`src/rtl/spmem_arbiter.sv`:
```
// Round-robin arbiter sharing one single-port scratchpad between NUM_REQ requesters,
// with registered issue and read-data routing by in-flight tag. Optional burst lock: SPMEM_ARB_LOCK_EN.
module spmem_arbiter #(
  parameter int DATA_WIDTH = 32,
  parameter int ADDR_WIDTH = 32,
  parameter int NUM_REQ    = 2,
  parameter int RD_LATENCY = 1
) (
  input  logic                          spmem_clk,
  input  logic                          spmem_rst_n,
  input  logic [NUM_REQ-1:0]            req_valid,
  output logic [NUM_REQ-1:0]            req_ready,
  input  logic [NUM_REQ-1:0]            req_wr_n,
  input  logic [NUM_REQ*ADDR_WIDTH-1:0] req_addr,
  input  logic [NUM_REQ*DATA_WIDTH-1:0] req_be,
  input  logic [NUM_REQ*DATA_WIDTH-1:0] req_d,
`ifdef SPMEM_ARB_LOCK_EN
  input  logic [NUM_REQ-1:0]            req_lock,
`endif
  output logic [NUM_REQ-1:0]            rsp_valid,
  output logic [DATA_WIDTH-1:0]         rsp_q,
  output logic                          spmem_cs_n,
  output logic [ADDR_WIDTH-1:0]         spmem_addr,
  output logic                          spmem_wr_n,
  output logic [DATA_WIDTH-1:0]         spmem_be,
  output logic [DATA_WIDTH-1:0]         spmem_d,
  input  logic [DATA_WIDTH-1:0]         spmem_q
);

  localparam int PW = (NUM_REQ > 1) ? $clog2(NUM_REQ) : 1;

  // Handshake: a request transfers in any cycle where req_valid[i] & req_ready[i].
  // req_ready is a combinational function of req_valid, so req_valid must never
  // wait on req_ready; the requester holds its fields stable while valid is high.

  logic [PW-1:0] rr_ptr;
  logic [PW-1:0] gnt_id;
  logic          gnt_found;
  logic          hs;
  logic [PW:0]   scan;
  logic [PW-1:0] scan_id;
  logic [PW-1:0] issue_id;

  logic [RD_LATENCY-1:0] tag_v;
  logic [PW-1:0]         tag_id [RD_LATENCY];

`ifdef SPMEM_ARB_LOCK_EN
  logic          lock_active;
  logic [PW-1:0] lock_id;
`endif

  always_comb begin
    gnt_found = 1'b0;
    gnt_id    = rr_ptr;
    scan      = '0;
    scan_id   = '0;
    for (int k = 1; k <= NUM_REQ; k++) begin
      scan = {1'b0, rr_ptr} + (PW+1)'(k);
      if (scan >= (PW+1)'(NUM_REQ)) scan = scan - (PW+1)'(NUM_REQ);
      scan_id = scan[PW-1:0];
      if (!gnt_found && req_valid[scan_id]) begin
        gnt_found = 1'b1;
        gnt_id    = scan_id;
      end
    end
`ifdef SPMEM_ARB_LOCK_EN
    // A held lock overrides rotation; the owner going idle stalls everyone.
    if (lock_active) begin
      gnt_found = req_valid[lock_id];
      gnt_id    = lock_id;
    end
`endif
  end

  assign hs = gnt_found & spmem_rst_n;

  always_comb begin
    req_ready = '0;
    if (hs) req_ready[gnt_id] = 1'b1;
  end

  always_ff @(posedge spmem_clk) begin
    if (!spmem_rst_n) begin
      spmem_cs_n <= 1'b1;
      spmem_wr_n <= 1'b1;
      spmem_addr <= '0;
      spmem_be   <= '0;
      spmem_d    <= '0;
      rr_ptr     <= PW'(NUM_REQ - 1);
      issue_id   <= '0;
    end else if (hs) begin
      spmem_cs_n <= 1'b0;
      spmem_wr_n <= req_wr_n[gnt_id];
      spmem_addr <= req_addr[gnt_id*ADDR_WIDTH +: ADDR_WIDTH];
      spmem_be   <= req_be[gnt_id*DATA_WIDTH +: DATA_WIDTH];
      spmem_d    <= req_d[gnt_id*DATA_WIDTH +: DATA_WIDTH];
      rr_ptr     <= gnt_id;
      issue_id   <= gnt_id;
    end else begin
      spmem_cs_n <= 1'b1;
      spmem_wr_n <= 1'b1;
      spmem_be   <= '0;
    end
  end

`ifdef SPMEM_ARB_LOCK_EN
  always_ff @(posedge spmem_clk) begin
    if (!spmem_rst_n) begin
      lock_active <= 1'b0;
      lock_id     <= '0;
    end else if (hs) begin
      lock_active <= req_lock[gnt_id];
      lock_id     <= gnt_id;
    end
  end
`endif

  // Tag stage 0 captures the read as the memory sees it; the last stage lines up with spmem_q.
  always_ff @(posedge spmem_clk) begin
    if (!spmem_rst_n) begin
      tag_v <= '0;
      for (int i = 0; i < RD_LATENCY; i++) tag_id[i] <= '0;
    end else begin
      tag_v[0]  <= ~spmem_cs_n & spmem_wr_n;
      tag_id[0] <= issue_id;
      for (int i = 1; i < RD_LATENCY; i++) begin
        tag_v[i]  <= tag_v[i-1];
        tag_id[i] <= tag_id[i-1];
      end
    end
  end

  always_comb begin
    rsp_valid = '0;
    if (tag_v[RD_LATENCY-1] && spmem_rst_n) rsp_valid[tag_id[RD_LATENCY-1]] = 1'b1;
  end

  assign rsp_q = spmem_q;

endmodule

```
`config.mk`:
```
export PLATFORM = sky130hd
export DESIGN_NAME = spmem_arbiter
export DESIGN_NICKNAME = d
export VERILOG_FILES = /design/src/rtl/spmem_arbiter.sv
export SDC_FILE = /design/constraint.sdc
export NUM_CORES = 1
export LEC_CHECK = 0
export CORE_AREA = 2 2 140 142
export DETAILED_ROUTE_END_ITERATION = 16
export DIE_AREA = 0 0 142 144
export SYNTH_ARGS = -nofsm -noshare
export SYNTH_HDL_FRONTEND = slang
export SYNTH_SLANG_ARGS = --single-unit
```
`constraint.sdc`:
```
create_clock -name spmem_clk -period 1.2 [get_ports spmem_clk]
set_input_delay 0.24 -clock spmem_clk [delete_from_list [all_inputs] [get_ports spmem_clk]]
set_output_delay 0.24 -clock spmem_clk [all_outputs]
set_load 0.1 [all_outputs]
```
==> impl_metrics.csv <==
group,metric,value,unit
outcome,status,"finished, violations left",
outcome,violations,"negative setup slack",
logic_synthesis,synthCells,341,
sta,min_period,1.459,ns
cts,insertion_delay,0.34,ns
floorplanning,fp.coreArea,19080,sq um
cts,root_buffer,"clkbuf_16",
global_routing,grt_antenna_before_repair,0,
cts,cts_tree,"yes",
global_routing,grt_pass1_wl,22930,um
detailed_routing,vias,3903,
logic_synthesis,seq_area_frac_synth,0.5234,
placed_design,port_buffers,299,
min_path,hold_path.class,"in -> reg",
global_routing,overflow,0,
logic_synthesis,synth.area.top_cells,"dfxtp_1 (52%), a221o_1 (16%), and2_1 (10%), a22o_1 (7.2%), buf_4 (6.7%)",
pwr,switching_share,0.3634,
sta,clock_skew,0.004407,ns
cts,cts_made_buffers,9,
pwr,design_power_total,11040,uW
global_routing,grt_pass1_vias,4030,
logic_synthesis,syn_area,3901,sq um
logic_synthesis,synth-async-reset-ratio,0,
finish,fin_util,0.4564,
global_routing,met3_usage,0.04040,
floorplanning,die_h,144,um
pwr,power_density,1268,nW/um^2
finish,layout.nets,859,
global_routing,grt_start_max_net_pins,36,
cts,cts_htree_levels,3,
sta,slew_headroom,0.8145,
floorplanning,start_util,0.2045,
sta,setup_viol,100,
pwr,p_seq_frac,0.357,
finish,drive_gt1_frac,0.3659,
logic_synthesis,synth_ff_type,"dfxtp_1",
logic_synthesis,ys_ff_latch,102,
logic_synthesis,synth_edf_count,0,
detailed_routing,postRouteAntennaNets,0,
setup_path,reg2reg_depth,5,
global_routing,met2_usage,0.2743,
logic_synthesis,yosysTopAreaCellShare,0.5234,
floorplanning,die_x,142,um
sta,finalCritPeriodShare,1.216,
setup_path,critPathRequiredTime,0.96,ns
logic_synthesis,yosys-top-cells-count,"dfxtp_1 (102), and2_1 (65), a221o_1 (64), buf_4 (35), a22o_1 (32)",
pwr,pwr-share-clk,0.257,
flow_run,cap_violations,0,
logic_synthesis,yosys_warnings,0,
setup_path,start_kind,"register",
pwr,vdd_drop_max,0.6650,mV
floorplanning,row_count,51,
global_routing,grt_most_used_layer,"met2",
sta,fin_ws,-0.2587,ns
cts,cts_sinks,102,
finish,synthToLayoutAreaGrowth,123.2,%
placed_design,gp_congestion,0.7735,
sta,tightest_slew,0.2780,ns
detailed_routing,viasPerCell,4.476,
setup_path,critPathArrivalTime,1.22,ns
cts,clk_pin_slew,0.07,ns
setup_path,end_kind,"primary output",
placed_design,dp_hpwl,12030,um
pwr,internal-power,7028,uW
sta,max_clock_freq,685.5,MHz
min_path,holdPathStages,3,
floorplanning,dieArea,20450,sq um
sta,whs,0.3478,ns
detailed_routing,drc,0,
logic_synthesis,syn_nets,571,
logic_synthesis,synth_area_per_cell,11.44,sq um
logic_synthesis,yosysTopAreaCell,"dfxtp_1",
logic_synthesis,yosysMostFrequentCell,"dfxtp_1",
detailed_routing,first_pass_iters,4,
finish,fillCellCount,1684,
pwr,cellLeakagePower,0.003511,uW
detailed_routing,post_drt_wl_per_cell,17.98,um
sta,fin_tns_setup,-11.04,ns
logic_synthesis,synth.distinct_cells,17,
global_routing,grt_usage,0.1466,
sta,rsz0062_at_grt,"yes",
detailed_routing,drt_wl_total,15680,um
floorplanning,ioPinCount,364,
pwr,pwr-share-comb,0.386,
finish,antenna_cells,0,
detailed_routing,drt_iter0_markers,158,
sta,hold_viol_final,0,
setup_path,crit_type,"reg -> out",
sta,final-max-slew-violation-count,0,
setup_path,path_max_fanout,3,
placed_design,place_ws,-0.6899,ns
pwr,switchingPower,4011,uW
global_routing,grt_util_met1,0.1586,
cts,clockBufferDepth,2,
## power groups by stage
stage	clock network (uW)	logic [uW]	registers, uW
4_1_cts	2940	4260	3940
2_1_floorplan	0	945	5690
3_5_place_dp	0	4200	4010
3_3_place_gp	0	4160	4010
6_report	2840	4260	3940
5_1_grt	3040	4380	3970
## worst max-delay path: stages (launching register included)
cell and delay, ns:
dfxtp_2 0.34, nand2_2 0.06, and3_4 0.20, buf_12 0.11, buf_12 0.16
## routing by layer
metal / vias to the layer above / share of wire
met1: 1858 / 0.37
li1: 1816 / -
met4: 0 / 0.021
met5: - / 0
met3: 25 / 0.074
met2: 204 / 0.53
## worst paths after layout
check / startpoint / end / slack, ns
min reg2reg: spmem_cs_n$_SDFF_PN1_ / tag_v$_SDFF_PN0_ / 0.44
max reg2reg: rr_ptr$_SDFFE_PN1P_ / spmem_addr[27]$_SDFFE_PN0P_ / -0.22
max: rr_ptr$_SDFFE_PN1P_ / req_ready[1] / -0.26
min: spmem_rst_n / rr_ptr$_SDFFE_PN1P_ / 0.35
## flip-flops by register name, summed over array words and instances, names as in the netlist
register	count
issue_id	1
rr_ptr	1
spmem_addr	32
spmem_be	32
spmem_cs_n	1
spmem_d	32
spmem_wr_n	1
tag_id	1
tag_v	1
## area by class of cell
| type | count | area, sq um | area share |
|---|---|---|---|
| flip-flops and latches | 102 | 2128 | 0.2444 |
| clock buffers | 10 | 229.0 | 0.02630 |
| multi-input cells | 177 | 1458 | 0.1674 |
| well taps | 238 | 297.8 | 0.03420 |
| inverters | 3 | 11.26 | 0.001293 |
| clock inverters | 6 | 52.55 | 0.006035 |
| repair buffers | 336 | 4531 | 0.5203 |
## what timing repair did
action                                 CTS  global route
setup buffers                            7             1
setup endpoints to repair              102           103
endpoints found under the hold margin    0             0
pin swaps                                4             6
resized for setup                       14            16
gates cloned                             2             0
hold buffers                             0             0
## cells by family (layout without fill, tap and decap cells)
group,after synthesis,in the layout,synth area share
DFF,102,102,0.5234
AOI/OAI and AO/OA,101,101,0.2447
and+or+nand+nor,76,76,0.1199
buffers and inverters,62,355,0.1119
## cell usage in the layout, fill, tap and decap left out, types with 3 or more instances in the layout
master / count
buf_12: 114
a221o_1: 64
buf_4: 14
inv_6: 4
buf_6: 7
and2_1: 65
a22o_1: 32
clkdlybuf4s50_1: 194
dfxtp_1: 33
clkbuf_16: 9
dfxtp_2: 69
nand2_1: 3
## stage by stage
stage,instance area (sq um),cells
2_1_floorplan,4000,341
3_3_place_gp,8209,847
3_5_place_dp,8209,847
4_1_cts,8635,871
5_1_grt,8707,872
6_report,8707,872
No activity file was read; power rests on OpenSTA's default activity.
